$ cat config.mk
export PLATFORM = sky130hd
export DESIGN_NAME = pipelined_control_unit
export DESIGN_NICKNAME = d
export VERILOG_FILES = /design/src/rtl/pipelined_control_unit_pkg.sv /design/src/rtl/pipelined_control_unit_control_decode.sv /design/src/rtl/pipelined_control_unit.sv
export SDC_FILE = /design/constraint.sdc
export NUM_CORES = 1
export LEC_CHECK = 0
export BUFFER_PORTS_ARGS = -buffer_cell sky130_fd_sc_hd__buf_4
export CORE_AREA = 2 2 62 64
export CTS_CLUSTER_SIZE = 20
export DETAILED_ROUTE_END_ITERATION = 8
export DIE_AREA = 0 0 64 66
export GPL_TIMING_DRIVEN = 0
export PLACE_DENSITY = 0.67
export SYNTH_ARGS = -nofsm -noshare
export SYNTH_HDL_FRONTEND = slang
export SYNTH_SLANG_ARGS = --single-unit
$ cat constraint.sdc
create_clock -name CLK -period 2.5 [get_ports CLK]
set_input_delay 0.25 -clock CLK [delete_from_list [all_inputs] [get_ports CLK]]
set_output_delay 0.25 -clock CLK [all_outputs]
set_load 0.02 [all_outputs]
$ cat src/rtl/pipelined_control_unit_pkg.sv
// Shared decode constants and the ID/EX control-word layout for the MIPS decode stage.
package pipelined_control_unit_pkg;

  // Primary opcodes, instruction bits [31:26]
  localparam logic [5:0] OpRtype = 6'b000000;
  localparam logic [5:0] OpJ     = 6'b000010;
  localparam logic [5:0] OpJal   = 6'b000011;
  localparam logic [5:0] OpBeq   = 6'b000100;
  localparam logic [5:0] OpBne   = 6'b000101;
  localparam logic [5:0] OpAddi  = 6'b001000;
  localparam logic [5:0] OpAddiu = 6'b001001;
  localparam logic [5:0] OpAndi  = 6'b001100;
  localparam logic [5:0] OpOri   = 6'b001101;
  localparam logic [5:0] OpXori  = 6'b001110;
  localparam logic [5:0] OpLw    = 6'b100011;
  localparam logic [5:0] OpSw    = 6'b101011;

  // R-type function codes, instruction bits [5:0]
  localparam logic [5:0] FnSll   = 6'b000000;
  localparam logic [5:0] FnSrl   = 6'b000010;
  localparam logic [5:0] FnSra   = 6'b000011;
  localparam logic [5:0] FnJr    = 6'b001000;
  localparam logic [5:0] FnMfhi  = 6'b010000;
  localparam logic [5:0] FnMflo  = 6'b010010;
  localparam logic [5:0] FnMult  = 6'b011000;
  localparam logic [5:0] FnMultu = 6'b011001;
  localparam logic [5:0] FnDiv   = 6'b011010;
  localparam logic [5:0] FnDivu  = 6'b011011;
  localparam logic [5:0] FnAdd   = 6'b100000;
  localparam logic [5:0] FnAddu  = 6'b100001;
  localparam logic [5:0] FnSub   = 6'b100010;
  localparam logic [5:0] FnSubu  = 6'b100011;
  localparam logic [5:0] FnAnd   = 6'b100100;
  localparam logic [5:0] FnOr    = 6'b100101;
  localparam logic [5:0] FnXor   = 6'b100110;
  localparam logic [5:0] FnNor   = 6'b100111;
  localparam logic [5:0] FnSlt   = 6'b101010;
  localparam logic [5:0] FnSltu  = 6'b101011;

  // 4-bit ALU operation codes
  localparam logic [3:0] AluAnd    = 4'b0000;
  localparam logic [3:0] AluOr     = 4'b0001;
  localparam logic [3:0] AluAdd    = 4'b0010;
  localparam logic [3:0] AluBeq    = 4'b0011;
  localparam logic [3:0] AluBne    = 4'b0100;
  localparam logic [3:0] AluXor    = 4'b0101;
  localparam logic [3:0] AluSub    = 4'b0110;
  localparam logic [3:0] AluSlt    = 4'b0111;
  localparam logic [3:0] AluMulDiv = 4'b1000;
  localparam logic [3:0] AluNor    = 4'b1001;
  localparam logic [3:0] AluSltu   = 4'b1010;
  localparam logic [3:0] AluSll    = 4'b1101;
  localparam logic [3:0] AluSrl    = 4'b1110;
  localparam logic [3:0] AluSra    = 4'b1111;

  // HI/LO read select
  localparam logic [1:0] HiLoNone = 2'b00;
  localparam logic [1:0] HiLoHi   = 2'b01;
  localparam logic [1:0] HiLoLo   = 2'b10;

  // Control word, MSB first in this field order
  typedef struct packed {
    logic       reg_write;
    logic       memto_reg;
    logic       mem_write;
    logic       branch;
    logic       alu_src;
    logic       reg_dst;
    logic       jump;
    logic       jump_reg;
    logic       bne;
    logic       jump_link;
    logic [3:0] alu_op;
    logic [1:0] hilo_rd;
    logic       muldiv_start;
  } ctrl_word_t;

  localparam ctrl_word_t CtrlBubble = '0;

  // True for any instruction that needs the HI/LO unit to be free
  function automatic logic uses_hilo(input ctrl_word_t c);
    return c.muldiv_start | (c.hilo_rd != HiLoNone);
  endfunction

endpackage

$ cat src/rtl/pipelined_control_unit_control_decode.sv
// Pure combinational OpCode/Funct decoder producing the control word and an illegal flag.
module pipelined_control_unit_control_decode
  import pipelined_control_unit_pkg::*;
#(
  parameter int unsigned ENABLE_MULDIV = 1
) (
  input  logic [5:0] op_code,
  input  logic [5:0] funct,
  output ctrl_word_t ctrl,
  output logic       illegal
);

  localparam bit MdEn = (ENABLE_MULDIV != 0);

  // Table decode; any illegal encoding forces the whole word back to zero
  always_comb begin
    ctrl    = CtrlBubble;
    illegal = 1'b0;
    unique case (op_code)
      OpRtype: begin
        ctrl.reg_write = 1'b1;
        ctrl.reg_dst   = 1'b1;
        unique case (funct)
          FnAdd, FnAddu: ctrl.alu_op = AluAdd;
          FnSub, FnSubu: ctrl.alu_op = AluSub;
          FnAnd:         ctrl.alu_op = AluAnd;
          FnOr:          ctrl.alu_op = AluOr;
          FnXor:         ctrl.alu_op = AluXor;
          FnNor:         ctrl.alu_op = AluNor;
          FnSlt:         ctrl.alu_op = AluSlt;
          FnSltu:        ctrl.alu_op = AluSltu;
          FnSll:         ctrl.alu_op = AluSll;
          FnSrl:         ctrl.alu_op = AluSrl;
          FnSra:         ctrl.alu_op = AluSra;
          FnJr: begin
            ctrl.reg_write = 1'b0;
            ctrl.reg_dst   = 1'b0;
            ctrl.jump_reg  = 1'b1;
          end
          FnMult, FnMultu, FnDiv, FnDivu: begin
            ctrl.reg_write    = 1'b0;
            ctrl.reg_dst      = 1'b0;
            ctrl.alu_op       = AluMulDiv;
            ctrl.muldiv_start = 1'b1;
            illegal           = !MdEn;
          end
          FnMfhi: begin
            ctrl.alu_op  = AluMulDiv;
            ctrl.hilo_rd = HiLoHi;
            illegal      = !MdEn;
          end
          FnMflo: begin
            ctrl.alu_op  = AluMulDiv;
            ctrl.hilo_rd = HiLoLo;
            illegal      = !MdEn;
          end
          default: illegal = 1'b1;
        endcase
      end
      OpJ: ctrl.jump = 1'b1;
      OpJal: begin
        ctrl.jump      = 1'b1;
        ctrl.jump_link = 1'b1;
        ctrl.reg_write = 1'b1;
      end
      OpLw: begin
        ctrl.reg_write = 1'b1;
        ctrl.memto_reg = 1'b1;
        ctrl.alu_src   = 1'b1;
        ctrl.alu_op    = AluAdd;
      end
      OpSw: begin
        ctrl.mem_write = 1'b1;
        ctrl.alu_src   = 1'b1;
        ctrl.alu_op    = AluAdd;
      end
      OpBeq: begin
        ctrl.branch = 1'b1;
        ctrl.alu_op = AluBeq;
      end
      OpBne: begin
        ctrl.branch = 1'b1;
        ctrl.bne    = 1'b1;
        ctrl.alu_op = AluBne;
      end
      OpAddi, OpAddiu: begin
        ctrl.reg_write = 1'b1;
        ctrl.alu_src   = 1'b1;
        ctrl.alu_op    = AluAdd;
      end
      OpAndi: begin
        ctrl.reg_write = 1'b1;
        ctrl.alu_src   = 1'b1;
        ctrl.alu_op    = AluAnd;
      end
      OpOri: begin
        ctrl.reg_write = 1'b1;
        ctrl.alu_src   = 1'b1;
        ctrl.alu_op    = AluOr;
      end
      OpXori: begin
        ctrl.reg_write = 1'b1;
        ctrl.alu_src   = 1'b1;
        ctrl.alu_op    = AluXor;
      end
      default: illegal = 1'b1;
    endcase
    if (illegal) begin
      ctrl = CtrlBubble;
    end
  end

endmodule

$ cat src/rtl/pipelined_control_unit.sv
// MIPS ID stage control: decode, ID/EX control register with bubble insertion, and a
// mult/div occupancy sequencer that holds HI/LO consumers in ID while the unit is busy.
module pipelined_control_unit
  import pipelined_control_unit_pkg::*;
#(
  parameter int unsigned ALUOP_W       = 4,
  parameter int unsigned MULDIV_LAT    = 32,
  parameter int unsigned ENABLE_MULDIV = 1
) (
  input  logic               CLK,
  input  logic               RST_N,
  input  logic [5:0]         OpCode,
  input  logic [5:0]         Funct,
  input  logic               Flush,
  input  logic               Stall,
  output logic               RegWriteE,
  output logic               MemtoRegE,
  output logic               MemWriteE,
  output logic               BranchE,
  output logic               ALUSrcE,
  output logic               RegDstE,
  output logic               JumpE,
  output logic               JumpRegE,
  output logic               BneE,
  output logic               JumpLinkE,
  output logic [ALUOP_W-1:0] ALUopE,
  output logic [1:0]         HiLoRdE,
  output logic               MulDivStartE,
  output logic               IllegalOpE,
  output logic               MdStall,
  output logic               MulDivBusy
);

  localparam logic [0:0] StIdle = 1'b0;
  localparam logic [0:0] StBusy = 1'b1;

  ctrl_word_t dec_ctrl;
  logic       dec_illegal;
  ctrl_word_t ctrl_d, ctrl_q;
  logic       illegal_d, illegal_q;
  logic       busy;

  pipelined_control_unit_control_decode #(
    .ENABLE_MULDIV(ENABLE_MULDIV)
  ) u_decode (
    .op_code(OpCode),
    .funct  (Funct),
    .ctrl   (dec_ctrl),
    .illegal(dec_illegal)
  );

  // A flushed instruction never needs HI/LO, so it must not hold the pipe
  assign MdStall = busy & uses_hilo(dec_ctrl) & ~Flush;

  // Bubble mux: flush, hazard stall and HI/LO stall all load an all-zero word
  always_comb begin
    ctrl_d    = dec_ctrl;
    illegal_d = dec_illegal;
    if (Flush || Stall || MdStall) begin
      ctrl_d    = CtrlBubble;
      illegal_d = 1'b0;
    end
  end

  // ID/EX control register
  always_ff @(posedge CLK) begin
    if (!RST_N) begin
      ctrl_q    <= CtrlBubble;
      illegal_q <= 1'b0;
    end else begin
      ctrl_q    <= ctrl_d;
      illegal_q <= illegal_d;
    end
  end

  if (ENABLE_MULDIV != 0) begin : g_muldiv
    localparam logic [7:0] CntInit = 8'(MULDIV_LAT - 1);

    logic [0:0] state_d, state_q;
    logic [7:0] cnt_d, cnt_q;

    // Busy spans exactly MULDIV_LAT cycles after a mult/div is accepted into EX
    always_comb begin
      state_d = state_q;
      cnt_d   = cnt_q;
      unique case (state_q)
        StIdle: begin
          // ctrl_d already carries the bubble gating, so only accepted ops start
          if (ctrl_d.muldiv_start) begin
            state_d = StBusy;
            cnt_d   = CntInit;
          end
        end
        StBusy: begin
          if (cnt_q == 8'd0) begin
            state_d = StIdle;
          end else begin
            cnt_d = cnt_q - 8'd1;
          end
        end
        default: state_d = StIdle;
      endcase
    end

    // Sequencer state; reset aborts any operation in flight
    always_ff @(posedge CLK) begin
      if (!RST_N) begin
        state_q <= StIdle;
        cnt_q   <= 8'd0;
      end else begin
        state_q <= state_d;
        cnt_q   <= cnt_d;
      end
    end

    assign busy = (state_q == StBusy);
  end else begin : g_no_muldiv
    assign busy = 1'b0;
  end

  assign MulDivBusy   = busy;
  assign RegWriteE    = ctrl_q.reg_write;
  assign MemtoRegE    = ctrl_q.memto_reg;
  assign MemWriteE    = ctrl_q.mem_write;
  assign BranchE      = ctrl_q.branch;
  assign ALUSrcE      = ctrl_q.alu_src;
  assign RegDstE      = ctrl_q.reg_dst;
  assign JumpE        = ctrl_q.jump;
  assign JumpRegE     = ctrl_q.jump_reg;
  assign BneE         = ctrl_q.bne;
  assign JumpLinkE    = ctrl_q.jump_link;
  assign ALUopE       = ALUOP_W'(ctrl_q.alu_op);
  assign HiLoRdE      = ctrl_q.hilo_rd;
  assign MulDivStartE = ctrl_q.muldiv_start;
  assign IllegalOpE   = illegal_q;

endmodule
==> results of run 1 <==
## worst paths after layout
check	slack (ns)	endpoint	startpoint	depth (start not counted)
setup / recovery	0.56	MdStall	MulDivBusy	4
hold / removal	0.13	JumpLinkE	OpCode[4]	2
setup reg to reg	0.60	g_muldiv.cnt_q[2]	g_muldiv.cnt_q[0]	7
hold reg to reg	0.57	g_muldiv.cnt_q[5]	g_muldiv.cnt_q[5]	2
## metal layers
layer | global-route usage (%) | share of wire (%) | vias up
met5 | 0 | 0 | -
met1 | 22.4 | 48 | 641
met2 | 26.7 | 47 | 40
met4 | 7.34 | 1.8 | 0
li1 | - | - | 739
met3 | 2.21 | 4.0 | 8
## layout make-up
type / instances / area [sq um]
Buffer: 10 / 63.8
Clock buffer: 3 / 22.5
Sequential cell: 27 / 541
Multi-Input combinational cell: 138 / 900
Timing Repair Buffer: 30 / 225
Clock inverter: 1 / 5.00
Inverter: 8 / 30.0
Tap cell: 48 / 60.1
Fill cell: 364 / 1700
## layout by cell type (no fill, tap or decap), types with 2 or more instances in the layout
cell type,Yosys,routed
sky130_fd_sc_hd__buf_4,1,31
sky130_fd_sc_hd__dfxtp_1,27,27
sky130_fd_sc_hd__nor2_1,15,15
sky130_fd_sc_hd__nand2_1,13,13
sky130_fd_sc_hd__nor3_1,12,12
sky130_fd_sc_hd__a21oi_1,12,12
sky130_fd_sc_hd__inv_1,8,8
sky130_fd_sc_hd__nand3_1,8,8
sky130_fd_sc_hd__o21ai_0,7,7
sky130_fd_sc_hd__buf_2,5,5
sky130_fd_sc_hd__and2_1,5,5
sky130_fd_sc_hd__nand2b_1,5,5
sky130_fd_sc_hd__nor2b_1,5,5
sky130_fd_sc_hd__nor4_1,4,4
sky130_fd_sc_hd__mux2i_1,3,3
sky130_fd_sc_hd__nor3b_1,3,3
sky130_fd_sc_hd__o21a_1,3,3
sky130_fd_sc_hd__and4_1,3,3
sky130_fd_sc_hd__clkbuf_4,0,3
sky130_fd_sc_hd__buf_6,2,2
sky130_fd_sc_hd__nor2_2,2,2
sky130_fd_sc_hd__nor4b_2,2,2
sky130_fd_sc_hd__o211a_1,2,2
sky130_fd_sc_hd__o211ai_1,2,2
sky130_fd_sc_hd__nand3_2,2,2
sky130_fd_sc_hd__nand3b_1,2,2
sky130_fd_sc_hd__a211oi_1,2,2
sky130_fd_sc_hd__xor2_1,2,2
sky130_fd_sc_hd__a31oi_1,2,2
## state kept, by name, indices dropped and copies added, names as in the netlist
signal and count:
MemtoRegE 1, IllegalOpE 1, RegWriteE 1, MulDivBusy 1, ALUopE 4, ALUSrcE 1
RegDstE 1, JumpLinkE 1, HiLoRdE 2, BranchE 1, MulDivStartE 1, JumpRegE 1
JumpE 1, MemWriteE 1, g_muldiv.cnt_q 8, BneE 1
## per-stage QoR
step,cell area (sq um),std cells,worst slack (ns)
after global placement,1820,261,0.677
after global routing,1850,265,0.332
after floorplan,1530,183,0.833
after detailed placement,1820,261,0.604
after CTS,1850,265,0.550
final,1850,265,0.561
## kinds of logic after synthesis
family          after synthesis  share of synthesized area [%]
mux                           3                           1.96
compound gates               44                           20.9
xor+xnor                      2                           1.14
flops                        27                           35.2
simple gates                 87                           33.2
buf+inv                      18                           6.12
fa+ha+maj                     2                           1.47
## power by group
| part | internal (uW) | total [uW] | switching, uW | leakage, uW |
|---|---|---|---|---|
| Clock | 60.1 | 186 | 126 | 0.0000177 |
| Combinational | 46.8 | 112 | 65.7 | 0.000512 |
| Sequential | 431 | 432 | 0.325 | 0.000218 |
| Total | 538 | 730 | 192 | 0.000748 |
## worst max-delay path: stages, from the launching register on
cell and delay [ns]:
sky130_fd_sc_hd__dfxtp_1 0.37, sky130_fd_sc_hd__clkbuf_1 0.35, sky130_fd_sc_hd__o2111ai_1 0.26, sky130_fd_sc_hd__nor3_1 0.20, sky130_fd_sc_hd__buf_4 0.17
==> results.md, run 1 <==
Setup path:
- The kind of launch point of the worst setup path is a register.
- Of all nets on the critical path, the largest fanout is 10.
- The classification of the worst setup path is reg -> out.
- The worst setup path is captured at an output pin.
- Data on the critical path is required at its endpoint by 2.25 ns.
- At the worst endpoint, the arrival time is 1.69 ns.

CTS:
- The count of hold buffers inserted by post-cts repair is 0.
- The CTS root buffer is sky130_fd_sc_hd__clkbuf_4.
- No sink is reached through more buffers than the 2 on the longest clock path.
- The quantity of gates resized following cts is 0.
- TritonCTS created 3 clock buffers.
- The number of sinks handled by clock tree synthesis is 27.
- Post-CTS timing repair inserted 0 buffers for setup.
- The number of levels the H-tree was split into is 1.
- The clock slew at the register clock pins of the worst setup and hold paths is 0.14 ns.
- The clock reaches the later pin of the worst-skew pair after 0.33 ns.
- The clock tree from TritonCTS is done.

Placed design:
- The HPWL reported at the end of detailed placement is 2570 um.
- The final RePlAce weighted congestion is 0.925.
- The number of I/O port buffers is 30.

STA:
- The minimum clock period is 1.94 ns.
- Hold is met by 0.131 ns.
- Setup repair after global routing left no endpoint under its margin.
- The final worst clock skew is 0.00973 ns.
- Of the available clock period, the critical path in the final layout requires 77.6%.
- For the pin with the worst max-slew slack, the measured transition is 0.420 ns.
- The upper clock frequency limit is 516 MHz.
- Headroom to the max-slew limit came out at 72.0%.
- Setup violations remaining at the end of the flow were counted as 0.
- The number of pins with negative max-slew slack in the final report came to 0.
- The final sum of negative setup slack is 0 ns.
- The number of hold violations in the final report is 0.

Die:
- The core region is 3550 sq um.
- The initial core utilization is 43.2%.
- The full die area is 4220 sq um.
- The floorplan has 22 rows.
- The I/O pin count is 36.
- The height of the die is 66 um.
- From left edge to right edge, the die measures 64 um.

Yosys:
- The fraction of registers with async set or reset after synthesis is 0%.
- The predominant post-synthesis flop cell is sky130_fd_sc_hd__dfxtp_1.
- The share of the synthesized area in the top cell type is 35.2%.
- The top cell type by total area after synthesis is sky130_fd_sc_hd__dfxtp_1.
- The leading cell type by number of instances after synthesis is sky130_fd_sc_hd__dfxtp_1.
- When the netlist entered floorplanning its net count stood at 200.
- The total number of yosys warnings is 0.
- The register bit count reported by yosys is 27.
- The share of the Yosys chip area taken by registers is 35.2%.
- The netlist uses 52 different library cells.
- The netlist area before placement is 1530 sq um.
- Yosys mapped a number of flops with a built-in enable equal to 0.
- By area the synthesized netlist is led by sky130_fd_sc_hd__dfxtp_1 35%, sky130_fd_sc_hd__a21oi_1 3.9%, sky130_fd_sc_hd__nor3_1 3.9%.
- Ranked by instance count, the synthesized netlist is headed by 27 x sky130_fd_sc_hd__dfxtp_1, 15 x sky130_fd_sc_hd__nor2_1, 13 x sky130_fd_sc_hd__nand2_1.
- The synthesized instance count is 183.
- The mean post-synth cell area is 8.38 sq um.

GRT:
- The initial antenna violation count was 0.
- Across every metal layer, demand over resource in global routing totals 16.7%.
- The first global-routing pass estimated 5500 um of wire.
- After global routing the overflow that remains totals 0.
- The maximum number of pins on one net before global-route repair is 16.
- The via count of the first global-routing pass is 1,248.

Min path:
- The worst min-delay path class is in -> reg.

Detailed routing:
- In this run, the number of DRC markers left after iteration 0 of detailed routing was 47.
- The total wirelength of the detailed-routed design is 3250 um.
- The number of nets still failing antenna checks after routing is 0.
- The first detailed-routing pass took 5 iterations.
- The average routed wire per standard cell is 12.3 um.
- The detailed router placed 1,428 vias in this run.
- Dividing the detail-routed via count by the number of cells gives 5.39.
- In the routed design, unresolved DRC markers number 0.

Power:
- The worst-case IR drop observed on VDD is 171 uV.
- The leakage power total is 0.000748 uW.
- The post-route total power is 730 uW.
- Dividing total power by cell area gives a power density of 395 nW/um^2.

Finish:
- The fraction of final layout cells with drive strength greater than 1 is 25.3%.
- For this run, the share of the core covered by cells in the final layout is 52.0%.
- The net count of the finished layout is 235.
- The area growth from synthesis to layout is 20.4%.
- The repair_antennas step left the layout with diodes totalling 0.

Outcome:
- The flow ran to the end, and the final reports show no timing, DRC or antenna violations.

Run:
- The number of max-cap violations is 0.
No activity file was read; power rests on OpenSTA's default activity.
==> inputs of run 2 (changes only) <==
==> constraint.sdc (replaced) <==
create_clock -name CLK -period 1.8 [get_ports CLK]
set_input_delay 0.18 -clock CLK [delete_from_list [all_inputs] [get_ports CLK]]
set_output_delay 0.18 -clock CLK [all_outputs]
set_load 0.02 [all_outputs]
==> run 2 against run 1 <==
Against the previous run: power up 39%; final area up 3.5%; die area unchanged; register-to-register slack worse by 0.49 ns; global-route usage about the same; setup slack worse by 0.46 ns; wire length up 3.5%; core utilization up 1.8 points; largest power group unchanged.
==> results.md, run 2 (same netlist as run 1, synthesis figures left out) <==
Setup path:
- In this run the worst path has a maximum fanout of 5.
- The number of buffers and inverters on the critical path is 1.
- At the worst endpoint, the required time is 2.02 ns.
- The largest stage delay on the critical path is 0.39 ns.
- The slack of the worst reg-to-reg path is 0.11 ns.
- Walking the worst path, the cells encountered are inv_2 > ha_4 > nor4b_4 > nor4b_4 > nor3_2 > a211oi_1 > nor2b_1.
- The capture instance of the worst register-to-register path is g_muldiv.cnt_q[2].
- The highest-delay cell along the critical path is sky130_fd_sc_hd__dfxtp_4.
- The classification of the worst setup path is reg -> reg.
- By instance count, the cell type seen most on the critical path is sky130_fd_sc_hd__nor4b_4.
- STA classifies the critical path startpoint as a register.
- The launching point of the worst reg2reg path is g_muldiv.cnt_q[0].
- The element type at the critical path end is a register.
- The number of cells on the worst reg-to-reg path is 7.
- The data arrival time at the worst-slack endpoint is 1.92 ns.
- The kind of cell with the highest combined delay along the critical path is simple AND/OR/NAND/NOR gates.

Detailed routing:
- After detailed routing, the number of remaining DRC violations is 0.
- The average routed wire per standard cell is 12.6 um.
- The first detailed-routing pass took 4 iterations.
- The total wirelength of the detailed-routed design is 3360 um.
- Once detail routing completed, the nets flagged for antenna violations numbered 0.
- The detailed router finished its first iteration with 52 violations.
- Using the TritonRoute via totals, the vias-per-cell ratio works out to 5.41.
- Detailed routing inserted a total of 1,438 vias.

Placed design:
- Including well taps, the total number of placed cells is 261.
- Routability-driven placement finished with a final weighted congestion of 0.925.
- Detailed placement finished with a half-perimeter wire length of 2570 um.
- Port buffering added 30 buffers.

Die:
- The full die area is 4220 sq um.
- The chip width is 64 um.
- The core footprint is 3550 sq um.
- Once the floorplan was initialized, standard cells occupied 43.2% of the core.
- The height of the die is 66 um.
- The I/O pin count is 36.
- The floorplan has 22 rows.

Power:
- The part of the power in combinational logic is 15.5%.
- In this run, the clock network consumes 25.5% of the power.
- Across the VDD grid, the largest voltage drop is 240 uV.
- The power density normalized to cell area is 530 nW/um^2.
- The internal power is 746 uW.
- In this run the static leakage power is 0.000787 uW.
- The total net switching power is 267 uW.
- The sequential share of power is 59.0%.
- The switching power share of the total is 26.4%.

Finish:
- 0 antenna diodes ended up in the layout.
- The layout has 369 filler cells.
- The final instance count without filler cells is 266.
- The top cell types in the final layout, fill and taps aside, are 33 x sky130_fd_sc_hd__buf_4, 24 x sky130_fd_sc_hd__dfxtp_1, 15 x sky130_fd_sc_hd__nor2_1, 13 x sky130_fd_sc_hd__nand2_1.
- Of the cells placed in the final design, the portion with a size suffix greater than 1 is 30.7%.
- The number of flip-flops in the largest register is 8.
- The area growth from synthesis to layout is 24.6%.
- The final layout contains 236 nets.
- The register with the highest flop count is g_muldiv.cnt_q.
- The most common cell after layout, fill and taps aside is sky130_fd_sc_hd__buf_4.

GRT:
- Summed over all layers, the global routing overflow is 0.
- The via count of the first global-routing pass was 1,247.
- The all-layer global routing usage is 16.6%.
- The initial antenna violation count is 0.
- The first global-routing pass estimated 5490 um of wire.
- The maximum number of pins on one net before global-route repair is 16.

Run:
- Max-cap violations in this run came to 0.

CTS:
- TritonCTS built the clock tree.
- The number of levels the H-tree was split into is 1.
- The CTS root buffer is sky130_fd_sc_hd__clkbuf_4.
- The count of hold buffers inserted by post-cts repair is 0.
- TritonCTS created 3 clock buffers.
- The clock latency on the worst-skew pair is 0.33 ns.
- The clock slew at the register clock pins of the worst setup and hold paths is 0.15 ns.
- For this design, the sink count on the clock tree is 27.
- The clock passes through at most 2 buffers.

STA:
- The final worst clock skew is 0.0148 ns.
- The number of hold violations in the final report came to 0.
- Setup total negative slack on the finished layout was measured at 0 ns.
- The upper clock frequency limit is 590 MHz.
- The final period utilization is 94.1%.
- The count of final setup violators is 0.
- In this run the tightest slew margin relative to its limit is 72.9%.
- The minimum clock period is 1.69 ns.
- For the pin with the worst max-slew slack, the measured transition is 0.402 ns.
- The number of pins with negative max-slew slack in the final report is 0.
- Hold timing on the final database bottoms out at a slack of 0.0540 ns.

Min path:
- The worst min-delay path class is in -> reg.
- Counting instances, the worst hold path has a depth of 2.
- The worst hold path begins at OpCode[4].
- The endpoint of the worst hold-timing path is JumpLinkE.

Outcome:
- The flow ran to the end, and the final reports show no timing, DRC or antenna violations.
run 2: cell count changes in the layout (fill, tap and decap cells not counted), moves of 2 or more:
cell / change
sky130_fd_sc_hd__a21oi_1: -2
sky130_fd_sc_hd__a21oi_2: +2
sky130_fd_sc_hd__buf_4: +2
sky130_fd_sc_hd__dfxtp_1: -3
sky130_fd_sc_hd__dfxtp_2: +2
sky130_fd_sc_hd__inv_1: -2
sky130_fd_sc_hd__inv_2: +2
sky130_fd_sc_hd__nor3_1: -2
sky130_fd_sc_hd__nor3_2: +2
sky130_fd_sc_hd__nor4b_2: -2
sky130_fd_sc_hd__nor4b_4: +2
run 2: power by group through the flow:
stage	sequential (uW)	clock [uW]	combinational, uW
global route	599	299	171
finish	598	259	157
CTS	600	267	156
global placement	613	0	155
detailed placement	613	0	155
floorplan	615	0	103
run 2: how the worst max path moves through the flow:
stage | to | start | cells after the start | slack [ns]
2_1_floorplan | MdStall | MulDivBusy | 3 | 0.20
3_3_place_gp | g_muldiv.cnt_q[0] | g_muldiv.cnt_q[0] | 6 | -0.02
3_5_place_dp | g_muldiv.cnt_q[1] | g_muldiv.cnt_q[0] | 6 | -0.1
4_1_cts | g_muldiv.cnt_q[2] | g_muldiv.cnt_q[0] | 7 | 0.04
5_1_grt | g_muldiv.cnt_q[5] | g_muldiv.cnt_q[0] | 7 | -0.006
6_report | g_muldiv.cnt_q[2] | g_muldiv.cnt_q[0] | 7 | 0.11
run 2: through the flow:
step	cell area [sq um]	power (uW)	worst slack (ns)	utilization, %
floorplan	1530	718	0.203	-
global placement	1820	768	-0.0230	51.2
detailed placement	1820	768	-0.0964	51.2
CTS	1860	1020	0.0386	52.4
global route	1910	1070	-0.00571	53.8
finish	1910	1010	0.105	53.8
run 2: layer usage:
metal / part of all wire, % / routed length [um] / track usage (%)
met1: 47 / 1570 / 22.1
met2: 46 / 1560 / 26.8
met3: 5.4 / 181 / 2.21
met4: 1.6 / 53 / 7.34
met5: 0 / 0 / 0
run 2: timing repair:
| item | in CTS | in global routing |
|---|---|---|
| endpoints found under the setup margin | 7 | 7 |
| gates resized for setup | 2 | 13 |
| pin swaps | 0 | 3 |
| setup buffers | 0 | 2 |
run 2: layout make-up:
class	count	area [sq um]	area share, %
clock buffers	3	22.5	1.18
flip-flops and latches	27	547	28.6
inverters	8	30.0	1.57
multi-input cells	138	947	49.5
plain buffers	9	60.1	3.14
well taps	48	60.1	3.14
repair buffers	32	240	12.6
clock inverters	1	5.00	0.262
